==> src/rtl/vga_scan_reader.sv <==
`default_nettype none
// ============================================================================
// Module   : vga_scan_reader
// Purpose  : Read-side consumer of the PRU colour-map FIFO. Generates VGA
//            timing on the pixel clock, issues one FIFO read per active
//            pixel, registers the returned RGB onto the VGA pins with
//            sync/blank aligned to it, and repays reads lost to FIFO
//            underflow during vertical blanking so every frame consumes
//            exactly H_ACTIVE*V_ACTIVE reads.
// Options  : VGA_TEST_PATTERN_EN - adds test_sel input; when high, active
//            pixels show 8 vertical colour bars 80 px wide.
// Revision : 1.0 - initial release
// ============================================================================
module vga_scan_reader #(
  parameter int              H_ACTIVE = 640,
  parameter int              H_FP     = 16,
  parameter int              H_SYNC   = 96,
  parameter int              H_BP     = 48,
  parameter int              V_ACTIVE = 480,
  parameter int              V_FP     = 10,
  parameter int              V_SYNC   = 2,
  parameter int              V_BP     = 33,
  parameter int              DW       = 10,
  parameter int              PIX_LAT  = 1,   // read-to-data latency, 1..3
  parameter logic [3*DW-1:0] UF_COLOR = '0   // {b,g,r} for underflowed pixels
) (
  input  logic          clk,
  input  logic          rst_n,
  input  logic          enable,
  input  logic          fifo_empty,
  input  logic [DW-1:0] pix_r,
  input  logic [DW-1:0] pix_g,
  input  logic [DW-1:0] pix_b,
`ifdef VGA_TEST_PATTERN_EN
  input  logic          test_sel,
`endif
  output logic          vga_read,
  output logic          vga_hs,
  output logic          vga_vs,
  output logic          vga_blank_n,
  output logic [DW-1:0] vga_r,
  output logic [DW-1:0] vga_g,
  output logic [DW-1:0] vga_b,
  output logic          frame_start,
  input  logic          uf_clr,
  output logic [15:0]   underflow_cnt,
  output logic [18:0]   deficit
);

  localparam int H_TOTAL = H_ACTIVE + H_FP + H_SYNC + H_BP;
  localparam int V_TOTAL = V_ACTIVE + V_FP + V_SYNC + V_BP;
  localparam int HW      = $clog2(H_TOTAL);
  localparam int VW      = $clog2(V_TOTAL);

  localparam logic [HW-1:0] H_LAST   = HW'(H_TOTAL - 1);
  localparam logic [HW-1:0] H_ACT    = HW'(H_ACTIVE);
  localparam logic [HW-1:0] HS_BEG   = HW'(H_ACTIVE + H_FP);
  localparam logic [HW-1:0] HS_END   = HW'(H_ACTIVE + H_FP + H_SYNC);
  localparam logic [VW-1:0] V_LAST   = VW'(V_TOTAL - 1);
  localparam logic [VW-1:0] V_ACT    = VW'(V_ACTIVE);
  localparam logic [VW-1:0] VS_BEG   = VW'(V_ACTIVE + V_FP);
  localparam logic [VW-1:0] VS_END   = VW'(V_ACTIVE + V_FP + V_SYNC);
  localparam logic [18:0]   DEF_MAX  = 19'(H_ACTIVE * V_ACTIVE);
  localparam logic [15:0]   UCNT_MAX = 16'hFFFF;

  // Pipeline word: [0] hsync window, [1] vsync window, [2] visible,
  // [3] underflow tag, optionally [6:4] colour-bar index.
`ifdef VGA_TEST_PATTERN_EN
  localparam int PW = 7;
`else
  localparam int PW = 4;
`endif

  typedef enum logic [1:0] {
    ST_IDLE  = 2'd0,
    ST_PRIME = 2'd1,
    ST_RUN   = 2'd2
  } state_t;

  state_t          r_state;
  state_t          w_state_nxt;
  logic            w_run;
  logic [HW-1:0]   r_h;
  logic [VW-1:0]   r_v;
  logic            w_frame_end;
  logic            w_active;
  logic            w_blank_line;
  logic            w_vis;
  logic            w_uf;
  logic            w_read_act;
  logic            w_repay;
  logic            w_hs_on;
  logic            w_vs_on;
  logic [PW-1:0]   w_stage;
  logic [PW-1:0]   r_pipe [PIX_LAT];
  logic [PW-1:0]   w_tail;
  logic [3*DW-1:0] w_rgb;

  // Scan-position decode; everything below is a function of registered state
  // plus the live fifo_empty flag.
  assign w_frame_end  = (r_h == H_LAST) && (r_v == V_LAST);
  assign w_active     = (r_h < H_ACT) && (r_v < V_ACT);
  assign w_blank_line = (r_v >= V_ACT);
  assign w_vis        = w_run && w_active;
  assign w_uf         = w_vis && fifo_empty;
  assign w_read_act   = w_vis && !fifo_empty;
  assign w_repay      = w_run && w_blank_line && (deficit != 19'd0) && !fifo_empty;
  assign w_hs_on      = (r_h >= HS_BEG) && (r_h < HS_END);
  assign w_vs_on      = (r_v >= VS_BEG) && (r_v < VS_END);

  assign vga_read     = w_read_act || w_repay;
  assign frame_start  = w_run && (r_h == '0) && (r_v == '0);

  // FSM state register.
  always_ff @(posedge clk or negedge rst_n) begin
    if (!rst_n) r_state <= ST_IDLE;
    else        r_state <= w_state_nxt;
  end

  // FSM next state; leaving RUN is only considered on the last clock of a frame.
  always_comb begin
    w_state_nxt = r_state;
    w_run       = 1'b0;
    case (r_state)
      ST_IDLE: begin
        if (enable) w_state_nxt = ST_PRIME;
      end
      ST_PRIME: begin
        if (!enable)         w_state_nxt = ST_IDLE;
        else if (!fifo_empty) w_state_nxt = ST_RUN;
      end
      ST_RUN: begin
        w_run = 1'b1;
        if (w_frame_end && !enable) w_state_nxt = ST_IDLE;
      end
      default: w_state_nxt = ST_IDLE;
    endcase
  end

  // Scan counters: held at the origin outside RUN, free-running inside it.
  always_ff @(posedge clk or negedge rst_n) begin
    if (!rst_n) begin
      r_h <= '0;
      r_v <= '0;
    end else if (!w_run) begin
      r_h <= '0;
      r_v <= '0;
    end else if (r_h == H_LAST) begin
      r_h <= '0;
      r_v <= (r_v == V_LAST) ? '0 : r_v + 1'b1;
    end else begin
      r_h <= r_h + 1'b1;
    end
  end

  // Outstanding-read ledger: grows on underflow, shrinks on each blanking read.
  always_ff @(posedge clk or negedge rst_n) begin
    if (!rst_n) begin
      deficit <= '0;
    end else if (w_uf && (deficit != DEF_MAX)) begin
      deficit <= deficit + 19'd1;
    end else if (w_repay) begin
      deficit <= deficit - 19'd1;
    end
  end

  // Underflow event counter; clear wins over a same-cycle increment.
  always_ff @(posedge clk or negedge rst_n) begin
    if (!rst_n) begin
      underflow_cnt <= '0;
    end else if (uf_clr) begin
      underflow_cnt <= '0;
    end else if (w_uf && (underflow_cnt != UCNT_MAX)) begin
      underflow_cnt <= underflow_cnt + 16'd1;
    end
  end

`ifdef VGA_TEST_PATTERN_EN
  logic [9:0] w_h10;
  logic [2:0] w_bar;
  assign w_h10   = 10'(r_h);
  assign w_bar   = 3'(w_h10 / 10'd80);
  assign w_stage = {w_bar, w_uf, w_vis, w_vs_on, w_hs_on};
`else
  assign w_stage = {w_uf, w_vis, w_vs_on, w_hs_on};
`endif

  // Delay timing/tag by the FIFO read latency so they meet the returned data.
  // Sync bits are stored active-high so a cleared pipe means "no sync".
  always_ff @(posedge clk or negedge rst_n) begin
    if (!rst_n) begin
      for (int i = 0; i < PIX_LAT; i++) r_pipe[i] <= '0;
    end else begin
      r_pipe[0] <= w_stage;
      for (int i = 1; i < PIX_LAT; i++) r_pipe[i] <= r_pipe[i-1];
    end
  end

  assign w_tail = r_pipe[PIX_LAT-1];

  // Colour select: FIFO data, underflow colour, or black outside active video.
  always_comb begin
    w_rgb = '0;
    if (w_tail[2]) begin
      if (w_tail[3]) w_rgb = UF_COLOR;
      else           w_rgb = {pix_b, pix_g, pix_r};
`ifdef VGA_TEST_PATTERN_EN
      if (test_sel) w_rgb = {{DW{w_tail[6]}}, {DW{w_tail[5]}}, {DW{w_tail[4]}}};
`endif
    end
  end

  // Output register: sync, blank and colour leave together.
  always_ff @(posedge clk or negedge rst_n) begin
    if (!rst_n) begin
      vga_hs      <= 1'b1;
      vga_vs      <= 1'b1;
      vga_blank_n <= 1'b0;
      vga_r       <= '0;
      vga_g       <= '0;
      vga_b       <= '0;
    end else begin
      vga_hs      <= !w_tail[0];
      vga_vs      <= !w_tail[1];
      vga_blank_n <= w_tail[2];
      vga_r       <= w_rgb[DW-1:0];
      vga_g       <= w_rgb[2*DW-1:DW];
      vga_b       <= w_rgb[3*DW-1:2*DW];
    end
  end

endmodule
`default_nettype wire

==> config.mk <==
export PLATFORM = sky130hd
export DESIGN_NAME = vga_scan_reader
export DESIGN_NICKNAME = d
export VERILOG_FILES = /design/src/rtl/vga_scan_reader.sv
export SDC_FILE = /design/constraint.sdc
export NUM_CORES = 1
export LEC_CHECK = 0
export ABC_AREA = 1
export CORE_UTILIZATION = 55
export CTS_CLUSTER_DIAMETER = 150
export CTS_CLUSTER_SIZE = 25
export DETAILED_ROUTE_END_ITERATION = 10
export GPL_TIMING_DRIVEN = 0
export PLACE_DENSITY = 0.91
export SETUP_SLACK_MARGIN = 0.3
export SYNTH_ARGS = -nofsm -noshare
export SYNTH_HDL_FRONTEND = slang
export SYNTH_SLANG_ARGS = --single-unit
export TNS_END_PERCENT = 5
==> constraint.sdc <==
create_clock -name clk -period 3.7 [get_ports clk]
set_input_delay 1.11 -clock clk [delete_from_list [all_inputs] [get_ports clk]]
set_output_delay 1.11 -clock clk [all_outputs]
set_load 0.02 [all_outputs]
# Word level (Yosys, flattened, before mapping)
# Cells that the tools add are included.
[op_classes]
addsub = 5
multipliers = 0
div_mod_pow = 0
magnitude_cmp = 7
eq_ne = 10
n_shift = 0
mux = 17
n_bitwise = 0
n_reduce_logical = 27
[ops]
columns = ["cell", "count"]
rows = [
  ["$mux 30", 2],
  ["$mux 10", 5],
  ["$mux 19", 2],
  ["$mux 16", 2],
  ["$add 10x1->10 const B", 2],
  ["$eq 10x10->1 const B", 2],
  ["$ge 10x9->1 const B", 2],
  ["$logic_not 10->1", 2],
  ["$lt 10x10->1 const B", 2],
  ["$lt 10x9->1 const B", 2],
  ["$add 19x1->19 const B", 1],
  ["$ne 19x19->1 const B", 1],
  ["$reduce_bool 19->1", 1],
  ["$sub 19x1->19 const B", 1],
  ["$add 16x1->16 const B", 1],
  ["$ne 16x16->1 const B", 1],
  ["$logic_and 1x1->1", 15],
  ["$ge 10x10->1 const B", 1],
  ["$mux 2", 4],
  ["$pmux 2 s3", 1],
  ["$logic_not 1->1", 4],
  ["$ne 2x2->1 const B", 2],
  ["$reduce_bool 2->1", 2],
  ["$ne 3x3->1 const B", 1],
  ["7 further kinds", 7],
]
[word_totals]
register_bits = 94
latchBits = 0
ramBits = 0
mem_bits_ro = 0
in_bits = 35
out_inout_bits = 70
elab_cells = 78
mem_count = 0

# Longest topological paths before layout
# Gate-level depths: netlist (run 1).
[depth]
word_depth = 7
mapped_depth = 20
mapped_depth_nobuf = 20

# Least setup slack after synthesis (run 1)
# No wires, ideal clock.
[synth_timing]
kind = "input -> output"
from = "input fifo_empty"
to = "output vga_read"
t_arrival_ps = 1741
required_ps = 2590
setup_slack_ps = 849
stages = 5
n_path_buf = 0
path_cell_list = "inv_1 -> nand2_1 -> nor2_1 -> nand2_1 -> o21ai_0"
[synth_via]
elab_chain_len = 3
word_cells_on_any_way = 4
classes_between = "4 x reduce/logical"
[synth_lines]
columns = ["element", "line", "text"]
rows = [
  ["start: declaration", "30", "input logic fifo_empty,"],
  ["$logic_not 1->1 *", "-", ""],
  ["$logic_and 1x1->1 (on tied branches)", "106, 107", ""],
  ["$logic_or 1x1->1 *", "111", "assign vga_read = w_read_act || w_repay;"],
  ["end: declaration", "37", "output logic vga_read,"],
]
# Mark *: on every way between the ends. The rest lies on a longest branch, timed or not.

# Final worst setup path (run 1)
# Same ends and word-level chain as after synthesis.

==> metrics.txt, run 1 <==
# TYPE chip_impl_metric gauge
chip_impl_metric{name="syn_avg_cell_area",unit="µm²"} 7.83
chip_impl_metric{name="power_density",unit="nW/µm²"} 590
chip_impl_info{name="top_layer_used",value="met4"} 1
chip_impl_info{name="reg2reg_to",value="deficit[17]"} 1
chip_impl_metric{name="detailed_place_hpwl",unit="µm"} 9420
chip_impl_metric{name="ctsLongestPathBuffers",unit=""} 2
chip_impl_metric{name="worstMarginPinSlew",unit="ns"} 0.521
chip_impl_metric{name="port_buffer_count",unit=""} 104
chip_impl_metric{name="skew",unit="ns"} 0.0140
chip_impl_metric{name="cell_depth_of_the_worst_flop_to_flop_path",unit=""} 16
chip_impl_metric{name="final_min_period_over_clock_period",unit="%"} 92.5
chip_impl_metric{name="routed-via-count",unit=""} 4844
chip_impl_metric{name="design.portCount",unit=""} 105
chip_impl_metric{name="cap_violations",unit=""} 0
chip_impl_info{name="run_status",value="finished clean"} 1
chip_impl_metric{name="finalHoldViolCount",unit=""} 0
chip_impl_metric{name="timing.critical_path.arrival",unit="ns"} 2.31
chip_impl_metric{name="grt_util_all_layers",unit="%"} 26.4
chip_impl_metric{name="clk_pin_slew",unit="ns"} 0.09
chip_impl_metric{name="detail_routed_via_count_per_cell",unit=""} 5.24
chip_impl_metric{name="drt_wl_total",unit="µm"} 12600
chip_impl_metric{name="wirelength_met1",unit="µm"} 5190
chip_impl_metric{name="post-cts-setup-buffers",unit=""} 0
chip_impl_metric{name="drcViolationCount",unit=""} 0
chip_impl_metric{name="crit_fanout",unit=""} 4
chip_impl_metric{name="grt_pass1_wl",unit="µm"} 21200
chip_impl_metric{name="layout-drive-gt1-share",unit="%"} 5.40
chip_impl_metric{name="number_of_clock_sinks",unit=""} 94
chip_impl_metric{name="final_nets",unit=""} 849
chip_impl_metric{name="finalWorstSetupSlack",unit="ns"} 0.279
chip_impl_metric{name="wl_met2",unit="µm"} 6320
chip_impl_metric{name="maxSlewHeadroom",unit="%"} 65.3
chip_impl_metric{name="grt_pass1_vias",unit=""} 4716
chip_impl_info{name="cp-start-kind",value="input port"} 1
chip_impl_metric{name="peak_clock_frequency_supported_by_timing",unit="MHz"} 292
chip_impl_metric{name="grt_antenna_before_repair",unit=""} 0
chip_impl_metric{name="antenna_cells_inserted",unit=""} 0
chip_impl_metric{name="setup-tns-final",unit="ns"} 0
chip_impl_info{name="endpoint",value="vga_read"} 1
chip_impl_metric{name="globalRouteOverflowTotal",unit=""} 0
chip_impl_metric{name="fillers",unit=""} 716
chip_impl_metric{name="number_of_nets_produced_by_synthesis",unit=""} 733
chip_impl_metric{name="worst_ep_required_time",unit="ns"} 2.59
chip_impl_metric{name="finalSetupViolCount",unit=""} 0
chip_impl_metric{name="vdd.ir_drop.worst",unit="µV"} 303
chip_impl_metric{name="core",unit="µm²"} 9280
chip_impl_metric{name="dp_slack",unit="ns"} -0.199
chip_impl_metric{name="synth_warnings",unit=""} 0
chip_impl_metric{name="numCtsBuffers",unit=""} 9
chip_impl_info{name="crit_type",value="input port to output port"} 1
chip_impl_info{name="rsz_0062_raised_after_global_routing",value="yes"} 1
chip_impl_info{name="worstHoldPathType",value="register to register"} 1
chip_impl_metric{name="grt_max_degree",unit=""} 62
chip_impl_metric{name="netlist-cell-type-count",unit=""} 38
chip_impl_info{name="cts_tree",value="built"} 1
chip_impl_metric{name="rows",unit=""} 35
chip_impl_info{name="cts_root_buf",value="sky130_fd_sc_hd__clkbuf_8"} 1
chip_impl_info{name="crit_start",value="fifo_empty"} 1
chip_impl_metric{name="timing.final.max_slew_violations",unit=""} 0
chip_impl_metric{name="drt_iter0_markers",unit=""} 233
chip_impl_metric{name="h-tree-depth",unit=""} 3
chip_impl_metric{name="synth_cells",unit=""} 675
chip_impl_metric{name="die_area",unit="µm²"} 10000
chip_impl_metric{name="place_congestion",unit=""} 0.955
chip_impl_metric{name="area.growth.synth_to_final",unit="%"} 26.7
chip_impl_info{name="end_kind",value="output port"} 1
chip_impl_metric{name="finalWorstPathRequiredPeriod",unit="ns"} 3.42
chip_impl_metric{name="utilization",unit="%"} 72.1
chip_impl_metric{name="regToRegSetupSlack",unit="ns"} 0.92
chip_impl_metric{name="routed_wirelength_normalized_by_instance_count",unit="µm"} 13.6
chip_impl_info{name="r2r-start",value="r_v[5]"} 1
chip_impl_metric{name="drt_pre_antenna_iters",unit=""} 5
chip_impl_metric{name="ys_seq_area_share",unit="%"} 44.6
chip_impl_metric{name="ffs_latches_synth",unit=""} 94
chip_impl_metric{name="initial_utilization",unit="%"} 56.9
chip_impl_metric{name="die_w",unit="µm"} 100
chip_impl_metric{name="clock_latency_on_the_worst_skew_pair",unit="ns"} 0.36
chip_impl_metric{name="ant_nets",unit=""} 0
chip_impl_metric{name="synth.cell_area",unit="µm²"} 5280
chip_impl_metric{name="static-leakage-power",unit="µW"} 0.00333
chip_impl_metric{name="die_h",unit="µm"} 100
chip_impl_metric{name="dr_wl_met3",unit="µm"} 805
where the power goes:
| group | internal [µW] | switching [µW] | total, µW |
|---|---|---|---|
| combinational | 798 | 1200 | 1990 |
| sequential | 1170 | 138 | 1310 |
| clock | 260 | 394 | 654 |
stage by stage:
stage	total power (µW)	hold WS (ns)	cells	cell area, µm²
5_1_grt	4280	0.379	925	6700
3_3_place_gp	3220	0.344	908	6490
2_1_floorplan	2660	0.337	675	5280
3_5_place_dp	3280	0.355	909	6510
6_report	3950	0.362	925	6700
4_1_cts	3950	0.369	925	6700
layout by cell type, fill, tap and decap left out, types with 2 or more instances in the layout:
cell type,synthesis,final
sky130_fd_sc_hd__nand2_1,160,160
sky130_fd_sc_hd__clkdlybuf4s50_1,0,101
sky130_fd_sc_hd__inv_1,95,94
sky130_fd_sc_hd__dfrtp_1,92,92
sky130_fd_sc_hd__nor2_1,86,86
sky130_fd_sc_hd__nand3_1,62,62
sky130_fd_sc_hd__a21oi_1,25,25
sky130_fd_sc_hd__ha_1,22,22
sky130_fd_sc_hd__xor2_1,21,21
sky130_fd_sc_hd__o21ai_0,21,20
sky130_fd_sc_hd__nand3b_1,16,16
sky130_fd_sc_hd__nand4_1,10,10
sky130_fd_sc_hd__clkbuf_8,0,9
sky130_fd_sc_hd__clkbuf_1,6,6
sky130_fd_sc_hd__xnor2_1,6,6
sky130_fd_sc_hd__nor3_1,6,6
sky130_fd_sc_hd__o21ai_1,4,5
sky130_fd_sc_hd__nor4_1,5,5
sky130_fd_sc_hd__buf_6,4,4
sky130_fd_sc_hd__a31oi_1,4,4
sky130_fd_sc_hd__inv_2,2,3
sky130_fd_sc_hd__buf_2,2,3
sky130_fd_sc_hd__nand3_2,2,2
sky130_fd_sc_hd__nor2_4,2,2
sky130_fd_sc_hd__buf_4,1,2
sky130_fd_sc_hd__nor2_2,2,2
sky130_fd_sc_hd__nand2_4,2,2
sky130_fd_sc_hd__o211ai_1,2,2
sky130_fd_sc_hd__nor3b_1,2,2
sky130_fd_sc_hd__o21a_1,2,2
sky130_fd_sc_hd__inv_6,0,2
sky130_fd_sc_hd__dfstp_2,2,2
metal layers:
| metal | vias up | global-route usage (%) |
|---|---|---|
| met5 | - | 0 |
| met4 | 0 | 10.8 |
| met3 | 28 | 4.67 |
| met2 | 192 | 45.4 |
| met1 | 2243 | 32.9 |
| li1 | 2381 | - |
flip-flops by register name, indices dropped and copies added, names as in the netlist, 2 cells and up:
signal / flops
vga_r: 10
underflow_cnt: 16
r_v: 10
vga_g: 10
deficit: 19
r_state: 2
vga_b: 10
r_h: 10
r_pipe: 4
how the worst min path moves through the flow:
| stage | start | to | slack, ns | depth (start not counted) |
|---|---|---|---|---|
| after CTS | r_pipe[1] | vga_vs | 0.37 | 1 |
| after global placement | r_pipe[1] | vga_vs | 0.34 | 1 |
| after detailed placement | r_pipe[1] | vga_vs | 0.36 | 1 |
| final | r_pipe[1] | vga_vs | 0.36 | 1 |
| after global routing | r_pipe[1] | vga_vs | 0.38 | 1 |
| after floorplan | r_pipe[0] | vga_hs | 0.34 | 1 |
logic make-up (layout without fill, tap and decap cells):
| logic type | Yosys count | after routing | share of synthesized area [%] |
|---|---|---|---|
| AOI/OAI and AO/OA | 61 | 61 | 6.37 |
| buffers and inverters | 111 | 232 | 8.62 |
| xor gates and xnor gates | 27 | 27 | 4.48 |
| adders and majority gates | 23 | 23 | 5.59 |
| DFF | 94 | 94 | 44.6 |
| and+or+nand+nor | 359 | 359 | 30.4 |
critical path, cell delays in order:
cell,delay [ns]
sky130_fd_sc_hd__clkdlybuf4s50_1,0.45
sky130_fd_sc_hd__inv_2,0.12
sky130_fd_sc_hd__nand2_1,0.06
sky130_fd_sc_hd__nor2_1,0.10
sky130_fd_sc_hd__nand2_1,0.11
sky130_fd_sc_hd__o21ai_0,0.13
sky130_fd_sc_hd__buf_2,0.21
what timing repair did:
action | in CTS | in global routing
endpoints found under the setup margin | 2 | 9
hold endpoints to repair | 0 | 0
hold buffers | 0 | 0
gates resized for setup | 2 | 6
layout make-up:
cell class                      count  area (µm²)  share of cell area, %
Tap cell                          129         161                   2.41
Timing Repair Buffer              105        1060                   15.8
Clock buffer                        9         124                   1.85
Sequential cell                    94        2350                   35.2
Clock inverter                      7        66.3                  0.990
Buffer                             13        85.1                   1.27
Multi-Input combinational cell    470        2470                   36.9
Inverter                           98         370                   5.53
cells in the mapped netlist (all sizes together):
library cell    n  area share, %
a211oi          1           0.14
a31oi           4           0.47
nand2         163             12
inv            98            7.0
nand3b         16            2.3
clkbuf          6           0.43
nand4          10            1.2
ha             22            5.2
o211ai          2           0.28
xnor2           6           0.99
dfstp           2           0.99
dfrtp          92             44
and2            1           0.12
nor4            5           0.59
fa              1           0.38
nor3b           2           0.28
nor2           90            6.8
o21a            2           0.28
nand3          64            6.3
nor3            7           0.88
a22oi           1           0.14
o21ai          26            2.7
a21oi          25            2.4
xor2           21            3.5
and3            1           0.12
buf             7            1.2
No activity file was read; power rests on OpenSTA's default activity.
==> run 2, diff against run 1 <==
clock period = 4.1 ns   (was 3.7 ns; I/O delays follow)
==> run 2 against run 1 <==
Hold slack got worse by 0.0010 ns. Non-clock buffer count unchanged. Sequential cell count unchanged. Critical path depth unchanged. Design area increased by 0.15%. Clock-buffer cell count unchanged. Global-route usage unchanged. Cell count unchanged. Die area unchanged. Routed wire length decreased by 0.47%. Clock power decreased by 9.9%. Utilization increased by 0.11 points.
==> metrics.txt, run 2 (synthesis results as in run 1) <==
# TYPE chip_impl_metric gauge
chip_impl_metric{name="design.portCount",unit=""} 105
chip_impl_metric{name="initial_utilization",unit="%"} 56.9
chip_impl_metric{name="rows",unit=""} 35
chip_impl_info{name="biggestRegsByFlops",value="deficit x19, underflow_cnt x16"} 1
chip_impl_metric{name="setup-tns-final",unit="ns"} 0
chip_impl_info{name="mostFrequentLayoutCells",value="sky130_fd_sc_hd__nand2_1 (160), sky130_fd_sc_hd__clkdlybuf4s50_1 (101), sky130_fd_sc_hd__inv_1 (94)"} 1
chip_impl_info{name="hp-start",value="r_pipe[1]"} 1
chip_impl_metric{name="grt_pass1_wl",unit="µm"} 21200
chip_impl_info{name="busiest_layer",value="met2"} 1
chip_impl_metric{name="place_congestion",unit=""} 0.955
chip_impl_metric{name="numCtsBuffers",unit=""} 9
chip_impl_metric{name="cts_hold_repair.buffers",unit=""} 0
chip_impl_metric{name="finalWorstSetupSlack",unit="ns"} 0.343
chip_impl_metric{name="clk_pin_slew",unit="ns"} 0.09
chip_impl_metric{name="ant_nets",unit=""} 0
chip_impl_metric{name="final_min_period_over_clock_period",unit="%"} 91.6
chip_impl_metric{name="p_sw_share",unit="%"} 43.6
chip_impl_metric{name="grt_util_all_layers",unit="%"} 26.4
chip_impl_metric{name="drcViolationCount",unit=""} 0
chip_impl_metric{name="fraction_of_power_consumed_by_the_clock_network",unit="%"} 16.5
chip_impl_metric{name="globalRouteOverflowTotal",unit=""} 0
chip_impl_info{name="crit_type",value="input port to output port"} 1
chip_impl_metric{name="multi_input_area",unit="µm²"} 2470
chip_impl_info{name="run_status",value="finished clean"} 1
chip_impl_metric{name="ctsLongestPathBuffers",unit=""} 2
chip_impl_metric{name="cpPeakStageDelay",unit="ns"} 0.46
chip_impl_metric{name="die_h",unit="µm"} 100
chip_impl_metric{name="fillers",unit=""} 712
chip_impl_metric{name="cap_violations",unit=""} 0
chip_impl_metric{name="vdd.ir_drop.worst",unit="µV"} 273
chip_impl_metric{name="layout-drive-gt1-share",unit="%"} 5.40
chip_impl_metric{name="drt_pre_antenna_iters",unit=""} 5
chip_impl_metric{name="die_w",unit="µm"} 100
chip_impl_metric{name="final_nets",unit=""} 849
chip_impl_info{name="worstHoldPathType",value="register to register"} 1
chip_impl_metric{name="grt_max_degree",unit=""} 62
chip_impl_metric{name="critical_path.n_buffers_inverters",unit=""} 3
chip_impl_metric{name="global_route.usage.met3",unit="%"} 4.67
chip_impl_info{name="cp_cell_instances",value="clkdlybuf4s50_1 > inv_2 > nand2_1 > nor2_1 > nand2_1 > o21ai_0 > clkdlybuf4s15_2"} 1
chip_impl_metric{name="peak_clock_frequency_supported_by_timing",unit="MHz"} 266
chip_impl_metric{name="finalHoldViolCount",unit=""} 0
chip_impl_info{name="layout_commonest_cell",value="sky130_fd_sc_hd__nand2_1"} 1
chip_impl_metric{name="worstMarginPinSlew",unit="ns"} 0.509
chip_impl_metric{name="h-tree-depth",unit=""} 3
chip_impl_metric{name="dp_slack",unit="ns"} -0.0390
chip_impl_info{name="crit_path_top_delay_cell",value="sky130_fd_sc_hd__clkdlybuf4s50_1"} 1
chip_impl_metric{name="routed-via-count",unit=""} 4859
chip_impl_metric{name="worst_ep_required_time",unit="ns"} 2.87
chip_impl_metric{name="core",unit="µm²"} 9280
chip_impl_metric{name="sequential_group_share_of_total_power",unit="%"} 33.1
chip_impl_info{name="end_kind",value="output port"} 1
chip_impl_metric{name="drt_iter0_markers",unit=""} 216
chip_impl_info{name="cts_tree",value="built"} 1
chip_impl_metric{name="antenna_cells_inserted",unit=""} 0
chip_impl_metric{name="finalWorstPathRequiredPeriod",unit="ns"} 3.76
chip_impl_info{name="rsz_0062_raised_after_global_routing",value="yes"} 1
chip_impl_metric{name="detailed_place_hpwl",unit="µm"} 9420
chip_impl_metric{name="fin_total_pwr",unit="µW"} 3560
chip_impl_metric{name="power_density",unit="nW/µm²"} 531
chip_impl_metric{name="area.growth.synth_to_final",unit="%"} 26.9
chip_impl_metric{name="skew",unit="ns"} 0.0139
chip_impl_info{name="most_flops_register",value="deficit"} 1
chip_impl_metric{name="internal_power",unit="µW"} 2010
chip_impl_metric{name="clock_latency_on_the_worst_skew_pair",unit="ns"} 0.36
chip_impl_metric{name="power.net_switching",unit="µW"} 1550
chip_impl_info{name="crit_start",value="fifo_empty"} 1
chip_impl_metric{name="finalSetupViolCount",unit=""} 0
chip_impl_metric{name="grt_antenna_before_repair",unit=""} 0
chip_impl_metric{name="grt_pass1_vias",unit=""} 4716
chip_impl_metric{name="utilization",unit="%"} 72.2
chip_impl_metric{name="sequential_cell_area",unit="µm²"} 2350
chip_impl_metric{name="number_of_clock_sinks",unit=""} 94
chip_impl_metric{name="timing.critical_path.arrival",unit="ns"} 2.53
chip_impl_metric{name="routed_wirelength_normalized_by_instance_count",unit="µm"} 13.5
chip_impl_info{name="cp-start-kind",value="input port"} 1
chip_impl_info{name="r2r-start",value="r_v[5]"} 1
chip_impl_metric{name="drt_wl_total",unit="µm"} 12500
chip_impl_metric{name="share_comb_of_total_power",unit="%"} 50.4
chip_impl_info{name="cts_root_buf",value="sky130_fd_sc_hd__clkbuf_8"} 1
chip_impl_metric{name="maxSlewHeadroom",unit="%"} 66.1
chip_impl_metric{name="timing.final.max_slew_violations",unit=""} 0
chip_impl_metric{name="globalRouteMet1Util",unit="%"} 32.9
chip_impl_metric{name="largest_register_ffs",unit=""} 19
chip_impl_metric{name="grt_util_met2",unit="%"} 45.4
chip_impl_info{name="cp_common_cell",value="sky130_fd_sc_hd__nand2_1"} 1
chip_impl_metric{name="static-leakage-power",unit="µW"} 0.00334
chip_impl_metric{name="crit_fanout",unit=""} 4
chip_impl_metric{name="port_buffer_count",unit=""} 104
chip_impl_metric{name="detail_routed_via_count_per_cell",unit=""} 5.25
chip_impl_metric{name="die_area",unit="µm²"} 10000
chip_impl_info{name="cpLargestDelayFamily",value="buffers and inverters"} 1
-- run 2: through the flow --
step / instance area [µm²] / hold slack [ns] / std cells
finish: 6710 / 0.361 / 925
global route: 6710 / 0.379 / 925
CTS: 6700 / 0.369 / 925
detailed placement: 6510 / 0.355 / 909
global placement: 6490 / 0.344 / 908
floorplan: 5280 / 0.337 / 675
-- run 2: worst paths after layout --
kind	slack (ns)	endpoint	cells after the start
max reg2reg	1.20	deficit[16]	16
max	0.34	vga_read	7
min	0.36	vga_vs	1
min reg2reg	0.36	vga_vs	1
max in group asynchronous	2.62	vga_vs	2
min in group asynchronous	0.82	underflow_cnt[11]	1
-- run 2: layer usage --
| layer | routed length [µm] | vias to the layer above |
|---|---|---|
| met4 | 264 | 0 |
| met2 | 6290 | 201 |
| met1 | 5140 | 2251 |
| met3 | 837 | 26 |
| met5 | 0 | - |
| li1 | - | 2381 |
-- run 2: power by group through the flow --
stage | registers, µW | logic, µW | clock network [µW]
floorplan | 1320 | 1080 | 0
global placement | 1190 | 1720 | 0
detailed placement | 1200 | 1770 | 0
CTS | 1180 | 1780 | 606
global route | 1200 | 2010 | 654
finish | 1180 | 1790 | 589
-- run 2: timing repair --
item | in CTS | in global routing
resized for setup | 4 | 2
buffers inserted | 0 | 0
endpoints found under the setup margin | 1 | 2
-- run 2: worst register-to-register path: stages (launching register included) --
cell and delay, ns:
sky130_fd_sc_hd__dfrtp_1 0.44, sky130_fd_sc_hd__nand2_1 0.15, sky130_fd_sc_hd__nor3_4 0.07, sky130_fd_sc_hd__nor2_2 0.13, sky130_fd_sc_hd__nand2_2 0.10, sky130_fd_sc_hd__nor2_4 0.20
sky130_fd_sc_hd__nand2_4 0.22, sky130_fd_sc_hd__ha_1 0.44, sky130_fd_sc_hd__nand2_1 0.11, sky130_fd_sc_hd__inv_1 0.06, sky130_fd_sc_hd__a21oi_1 0.08, sky130_fd_sc_hd__o21ai_0 0.39
sky130_fd_sc_hd__nand2_1 0.17, sky130_fd_sc_hd__nand2_1 0.09, sky130_fd_sc_hd__nand2_1 0.05, sky130_fd_sc_hd__nand3_1 0.06, sky130_fd_sc_hd__nand2_1 0.05
-- run 2: final cells by class --
class	count	area share, %
inverters	98	5.52
plain buffers	13	1.27
flip-flops and latches	94	35.1
clock buffers	9	1.85
repair buffers	105	16.0
well taps	129	2.41
clock inverters	7	0.989
multi-input cells	470	36.9
